==> src/rtl/div_unit.sv <==
// rtl/div_unit.sv - multi-cycle radix-2 restoring divider for DIV/DIVU
// Quotient returns on lo, remainder on hi, with a one-cycle done pulse.
module div_unit #(
   parameter int WIDTH = 32,
   parameter int CNT_W = 5
) (
   input  logic             clk,
   input  logic             rst,
   input  logic             start,
   input  logic             signed_op,
   input  logic             cancel,
   input  logic [WIDTH-1:0] a,
   input  logic [WIDTH-1:0] b,
   output logic             busy,
   output logic             done,
   output logic [WIDTH-1:0] lo,
   output logic [WIDTH-1:0] hi,
   output logic             div_zero
);

   typedef enum logic [1:0] {IDLE, CALC, FIX, DONE} state_t;

   state_t           state, state_next;
   logic [CNT_W-1:0] count;
   logic [WIDTH-1:0] rem, quo, dvsr;
   logic             sign_q, sign_r;
   logic [WIDTH-1:0] a_mag, b_mag;
   logic [WIDTH:0]   shifted, diff;
   logic             accept, last_iter;

   assign accept    = start && !cancel;
   assign last_iter = (count == {CNT_W{1'b1}});
   assign a_mag     = (signed_op && a[WIDTH-1]) ? -a : a;
   assign b_mag     = (signed_op && b[WIDTH-1]) ? -b : b;
   // Partial remainder is always below the divisor, so the shifted value fits in WIDTH+1 bits.
   assign shifted   = {rem, quo[WIDTH-1]};
   assign diff      = shifted - {1'b0, dvsr};

   assign busy = (state == CALC) || (state == FIX);
   assign done = (state == DONE);

   always_ff @(posedge clk) begin
      if (rst) state <= IDLE;
      else     state <= state_next;
   end

   always_comb begin
      state_next = state;
      case (state)
         IDLE: if (accept) state_next = (b == '0) ? DONE : CALC;
         CALC: begin
            if (cancel)         state_next = IDLE;
            else if (last_iter) state_next = FIX;
         end
         FIX:  state_next = cancel ? IDLE : DONE;
         DONE: state_next = IDLE;
         default: state_next = IDLE;
      endcase
   end

   always_ff @(posedge clk) begin
      if (rst) begin
         count    <= '0;
         rem      <= '0;
         quo      <= '0;
         dvsr     <= '0;
         sign_q   <= 1'b0;
         sign_r   <= 1'b0;
         lo       <= '0;
         hi       <= '0;
         div_zero <= 1'b0;
      end else begin
         case (state)
            IDLE: begin
               if (accept) begin
                  if (b == '0) begin
                     lo       <= '1;
                     hi       <= a;
                     div_zero <= 1'b1;
                  end else begin
                     count  <= '0;
                     rem    <= '0;
                     quo    <= a_mag;
                     dvsr   <= b_mag;
                     sign_q <= signed_op && (a[WIDTH-1] ^ b[WIDTH-1]);
                     sign_r <= signed_op && a[WIDTH-1];
                  end
               end
            end
            CALC: begin
               count <= count + 1'b1;
               if (!diff[WIDTH]) begin
                  rem <= diff[WIDTH-1:0];
                  quo <= {quo[WIDTH-2:0], 1'b1};
               end else begin
                  rem <= shifted[WIDTH-1:0];
                  quo <= {quo[WIDTH-2:0], 1'b0};
               end
            end
            FIX: begin
               if (!cancel) begin
                  lo       <= sign_q ? -quo : quo;
                  hi       <= sign_r ? -rem : rem;
                  div_zero <= 1'b0;
               end
            end
            default: ;
         endcase
      end
   end

endmodule

==> config.mk <==
export PLATFORM = sky130hd
export DESIGN_NAME = div_unit
export DESIGN_NICKNAME = d
export VERILOG_FILES = /design/src/rtl/div_unit.sv
export SDC_FILE = /design/constraint.sdc
export NUM_CORES = 1
export LEC_CHECK = 0
export CELL_PAD_IN_SITES_DETAIL_PLACEMENT = 1
export CELL_PAD_IN_SITES_GLOBAL_PLACEMENT = 1
export CORE_AREA = 2 2 168 170
export DETAILED_ROUTE_END_ITERATION = 6
export DIE_AREA = 0 0 170 172
export HOLD_SLACK_MARGIN = 0.05
export PLACE_DENSITY = 0.82
export SLEW_MARGIN = 10
export SYNTH_ARGS = -nofsm -noshare
export SYNTH_HDL_FRONTEND = slang
export SYNTH_SLANG_ARGS = --single-unit
==> constraint.sdc <==
create_clock -name clk -period 9.7 [get_ports clk]
set_clock_uncertainty 0.15 [all_clocks]
set_input_delay 2.91 -clock clk [delete_from_list [all_inputs] [get_ports clk]]
set_output_delay 2.91 -clock clk [all_outputs]
set_load 0.01 [all_outputs]
# Word level (Yosys, flattened, before mapping)
# Cells that the tools add are included.
dict set report word_totals {
  regBits 170
  input_bits 69
  output_inout_bits 67
  wordCells 74
}
dict set report classes {
  n_addsub 6
  eq_ne 9
  muxes 33
  n_bitwise 2
  n_reduce_logical 14
}
# op count
set op_table {}
lappend op_table {{$mux W32} 15}
lappend op_table {{$pmux W32 S2} 4}
lappend op_table {{$neg A32 Y32} 4}
lappend op_table {{$sub A33 B32 Y33} 1}
lappend op_table {{$logic_not A32 Y1} 1}
lappend op_table {{$mux W2} 5}
lappend op_table {{$mux W5} 2}
lappend op_table {{$pmux W5 S2} 1}
lappend op_table {{$ne A2 B2 Y1 const B} 4}
lappend op_table {{$pmux W2 S4} 1}
lappend op_table {{$reduce_and A3 Y1} 2}
lappend op_table {{$add A5 B1 Y5 const B} 1}
lappend op_table {{$eq A5 B5 Y1 const B} 1}
lappend op_table {{$eq A2 B2 Y1 const B} 2}
lappend op_table {{$logic_and A1 B1 Y1} 4}
lappend op_table {{$mux W1} 4}
lappend op_table {{$reduce_and A4 Y1} 1}
lappend op_table {{$reduce_bool A2 Y1} 2}
lappend op_table {{$ne A3 B3 Y1 const B} 1}
lappend op_table {{$eq A2 B1 Y1 const B} 1}
lappend op_table {{$logic_not A2 Y1} 1}
lappend op_table {{$pmux W1 S2} 1}
lappend op_table {{$reduce_and A2 Y1} 1}
lappend op_table {{$logic_not A1 Y1} 1}
lappend op_table {{3 further kinds} 3}

# Depth between registers and ports, before layout
dict set report logic_depth {
  word_depth 5
  mapped_depth 13
  ltp_nobuf 12
}

# Least setup slack after synthesis
# No wires, ideal clock.
dict set report synth_path {
  path_kind {input port to flip-flop}
  start {input b[26]}
  end {register lo[31]}
  setup_ns 0.145
  arrival_time_ns 5.250
  setup_slack_ns 4.156
  stages 8
  n_path_buf 2
  path_cell_list {or4_1 or3_1 nor4_2 nand3_1 a21oi_1 clkbuf_1 clkbuf_1 a311oi_2}
}
dict set report synth_via {
  elab_chain_cells 3
}
# element line
set synth_rtl {}
lappend synth_rtl {{start: declaration} 13} ;# input logic [WIDTH-1:0] b,
lappend synth_rtl {{$logic_not A32 Y1} 76} ;# if (b == '0) begin
lappend synth_rtl {{$ne A2 B2 Y1 (no source line)} --}
lappend synth_rtl {{$reduce_and A4 Y1 (no source line)} --}
lappend synth_rtl {{end signal: assignment} 102} ;# lo <= sign_q ? -quo : quo;
lappend synth_rtl {{end: declaration} 16} ;# output logic [WIDTH-1:0] lo,
# Every way passes these cells.
# A chain may end at the register's enable or synchronous reset.

# Worst setup path after layout
dict set report layout_path {
  start {input b[6]}
  end {register rem[22]}
}
dict set report layout_via {
  elab_chain_cells 3
}
# element line
set layout_rtl {}
lappend layout_rtl {{$logic_not A32 Y1} 76}
lappend layout_rtl {{$ne A2 B2 Y1 (no source line)} --}
lappend layout_rtl {{$reduce_and A3 Y1 (no source line)} --}
lappend layout_rtl {{end signal: assignment} 93} ;# rem <= diff[WIDTH-1:0];
lappend layout_rtl {{end signal: assignment} 96} ;# rem <= shifted[WIDTH-1:0];
lappend layout_rtl {{end: declaration} 25} ;# logic [WIDTH-1:0] rem, quo, dvsr;
# Every way passes these cells.

==> reports/metrics.cfg <==
[drt]
dr.pass1.iters = 5
wirelength_um = 33940
viasPerCell = 5.760
wire_per_inst_um = 18.49
final_antenna_net_count = 0
via_count = 10580
drt_first_iter_violations = 592
route.detailed.drc = 0

[clocking]
post-cts-setup-buffers = 0
clk_latency_ns = 0.44
numCtsBuffers = 17
ctsResizeCount = 0
cts_tree = built
clkSinkCount = 170
ctsHtreeMaxLevel = 4
cts_root_buf = clkbuf_16
clockBufferDepth = 2
clk_pin_slew_ns = 0.07
cts-hold-fix-buffers = 0

[critical_path]
critPathKind = primary input to flop
timing.rr.end = rem[29]$_SDFFE_PP0P_
critPathLaunchType = primary input
worst-endpoint-arrival_ns = 7.13
cp-end-kind = flop
required_ns = 9.87
ff2ff_path_depth = 12
r2r_slack_ns = 4.91
timing.rr.start = quo[31]$_SDFFE_PP0P_
crit_fanout = 28

[timing]
rsz0062_at_grt = false
finalMaxSlewViolations = 0
final-setup-viol-count = 0
fin_setup_tns_ns = 0
relSlewSlack_pct = 26.43
period_minus_slack_ns = 6.963
tightest_slew_ns = 1.104
hold_viol = 0
min_period_over_period_pct = 71.78
timing.fmax_mhz = 143.6

[synthesis]
synth-seq-cells = 170
synthCells = 1400
synth_warnings = 0
synth_edf_count = 0
synthArstFlopShare_pct = 0
yosys.cell_types.count = 57
yosysSeqAreaShare_pct = 31.27
avgSynthCellArea_um2 = 7.774
synth-main-ff-cell = dfxtp_1
syn_area_um2 = 10880
syn-num-nets = 1512

[global_routing]
use_met3_pct = 3.296
grt-busiest-layer = met2
use_met2_pct = 41.19
grt_pass1_vias = 10490
grt_overflow = 0
gr-usage-all-layers_pct = 23.10
grt_pass1_wl_um = 54480
antenna_found_initial = 0
use_met1_pct = 28.88
grt_max_degree = 103

[job]
cap_violations = 0

[final_layout]
final_cells = 1836
final_cell_mix = 171 x nor2_1, 170 x dfxtp_1, 134 x clkdlybuf4s50_1
fin_util_pct = 47.54
drive_above_1_share_pct = 4.027
multi_input_area_um2 = 6992
stdcell_area_um2 = 13060
nets = 1589
syn_to_final_growth_pct = 20.03
diodes = 0
n_fill_cell = 3334
seq_area_um2 = 3403
layout_commonest_cell = nor2_1

[die]
die_y_um = 172
coreArea_um2 = 27480
core.rowCount = 61
io_pins = 136
initial_core_util_pct = 39.61
fp.dieW_um = 170
die_area_um2 = 29240

[placement]
dpl.hpwl_um = 25180
placedCellCount = 1804
postPlaceCellArea_um2 = 12450
io_buffers = 135
gp_congestion = 0.8590

[power]
max-vdd-ir-drop_v = 0.0001442
leakage_nw = 4.760
p_per_area_nw_per_um2 = 217.2

[min_path]
min_from = dvsr[31]$_SDFFE_PP0P_
hold_class = flop to flop
hold_depth = 2
hold-path-endpoint = dvsr[31]$_SDFFE_PP0P_

[outcome]
status = finished, final reports clean

[routing by layer]
metal / part of all wire, % / vias up / wire, um
met4: 2.1 / 0 / 719
met2: 49 / 239 / 16680
met1: 45 / 5077 / 15320
met3: 3.6 / 46 / 1227
li1: - / 5213 / -
met5: 0 / - / 0
[through the flow]
stage                     hold slack (ns)  power [mW]  worst slack [ns]
after floorplan                    0.2819       1.736             4.156
after global placement             0.2934       2.068             2.549
after detailed placement           0.2965       2.109             2.403
after CTS                          0.3056       2.840             2.795
after global routing               0.3150       3.014             2.515
final                              0.3035       2.837             2.737
[worst max path at each step]
stage	from	endpoint	cells after the start
6_report	b[6]	rem[22]$_SDFFE_PP0P_	10
3_5_place_dp	b[6]	rem[10]$_SDFFE_PP0P_	10
3_3_place_gp	b[6]	rem[10]$_SDFFE_PP0P_	10
5_1_grt	b[6]	rem[22]$_SDFFE_PP0P_	10
4_1_cts	b[6]	rem[22]$_SDFFE_PP0P_	10
2_1_floorplan	b[26]	lo[31]$_SDFFE_PP0P_	8
[Yosys cell counts (all sizes together), types with 15 or more instances]
master / instances / area (um2)
nor3: 35 / 175.2
dfxtp: 170 / 3403
a21oi: 107 / 535.5
o31ai: 25 / 201.4
mux2i: 30 / 300.3
or3: 24 / 150.1
o21ai: 78 / 390.4
nor2: 171 / 641.9
a211oi: 55 / 412.9
nand3: 27 / 135.1
clkbuf: 81 / 304.0
o41ai: 15 / 131.4
nand2: 127 / 476.7
inv: 51 / 191.4
xor2: 96 / 840.8
o211ai: 20 / 150.1
ha: 42 / 525.5
xnor2: 46 / 402.9
a311oi: 35 / 312.8
[power breakdown]
| group | total (mW) | internal [mW] | switching [mW] |
|---|---|---|---|
| Combinational | 1.23 | 0.485 | 0.740 |
| Sequential | 0.885 | 0.791 | 0.0944 |
| Clock | 0.726 | 0.414 | 0.312 |
| Total | 2.84 | 1.69 | 1.15 |
[sequential cells by signal (all words and copies together) (netlist names)]
| signal | flops |
|---|---|
| dvsr | 32 |
| hi | 32 |
| lo | 32 |
| quo | 32 |
| rem | 32 |
| count | 5 |
| state | 2 |
| div_zero | 1 |
| sign_q | 1 |
| sign_r | 1 |
[critical path: stages]
cell and delay [ns]:
clkdlybuf4s50_1 0.49, nor4_1 0.61, nand3_1 0.34, nor4_2 0.76, o21ai_0 0.21, and2_1 0.52
nand2b_1 0.87, nor3b_1 0.14, a21oi_1 0.16, o21ai_0 0.09
[cell type report]
type,count,area share [%]
Clock buffer,19,3.391
Clock inverter,13,1.293
Timing Repair Buffer,146,10.96
Multi-Input combinational cell,1091,53.53
Inverter,51,1.466
Sequential cell,170,26.05
Tap cell,346,3.314
[cells by family (layout without fill, tap and decap cells)]
| kind of cell | Yosys count | after routing | share of synthesized area (%) |
|---|---|---|---|
| compound gates | 415 | 415 | 25.28 |
| xor+xnor | 142 | 142 | 11.43 |
| fa+ha+maj | 43 | 43 | 5.013 |
| buf+inv | 139 | 229 | 4.852 |
| flops | 170 | 170 | 31.27 |
| mux | 30 | 30 | 2.759 |
| simple gates | 461 | 461 | 19.40 |
Power figures use the tool's default switching activity.
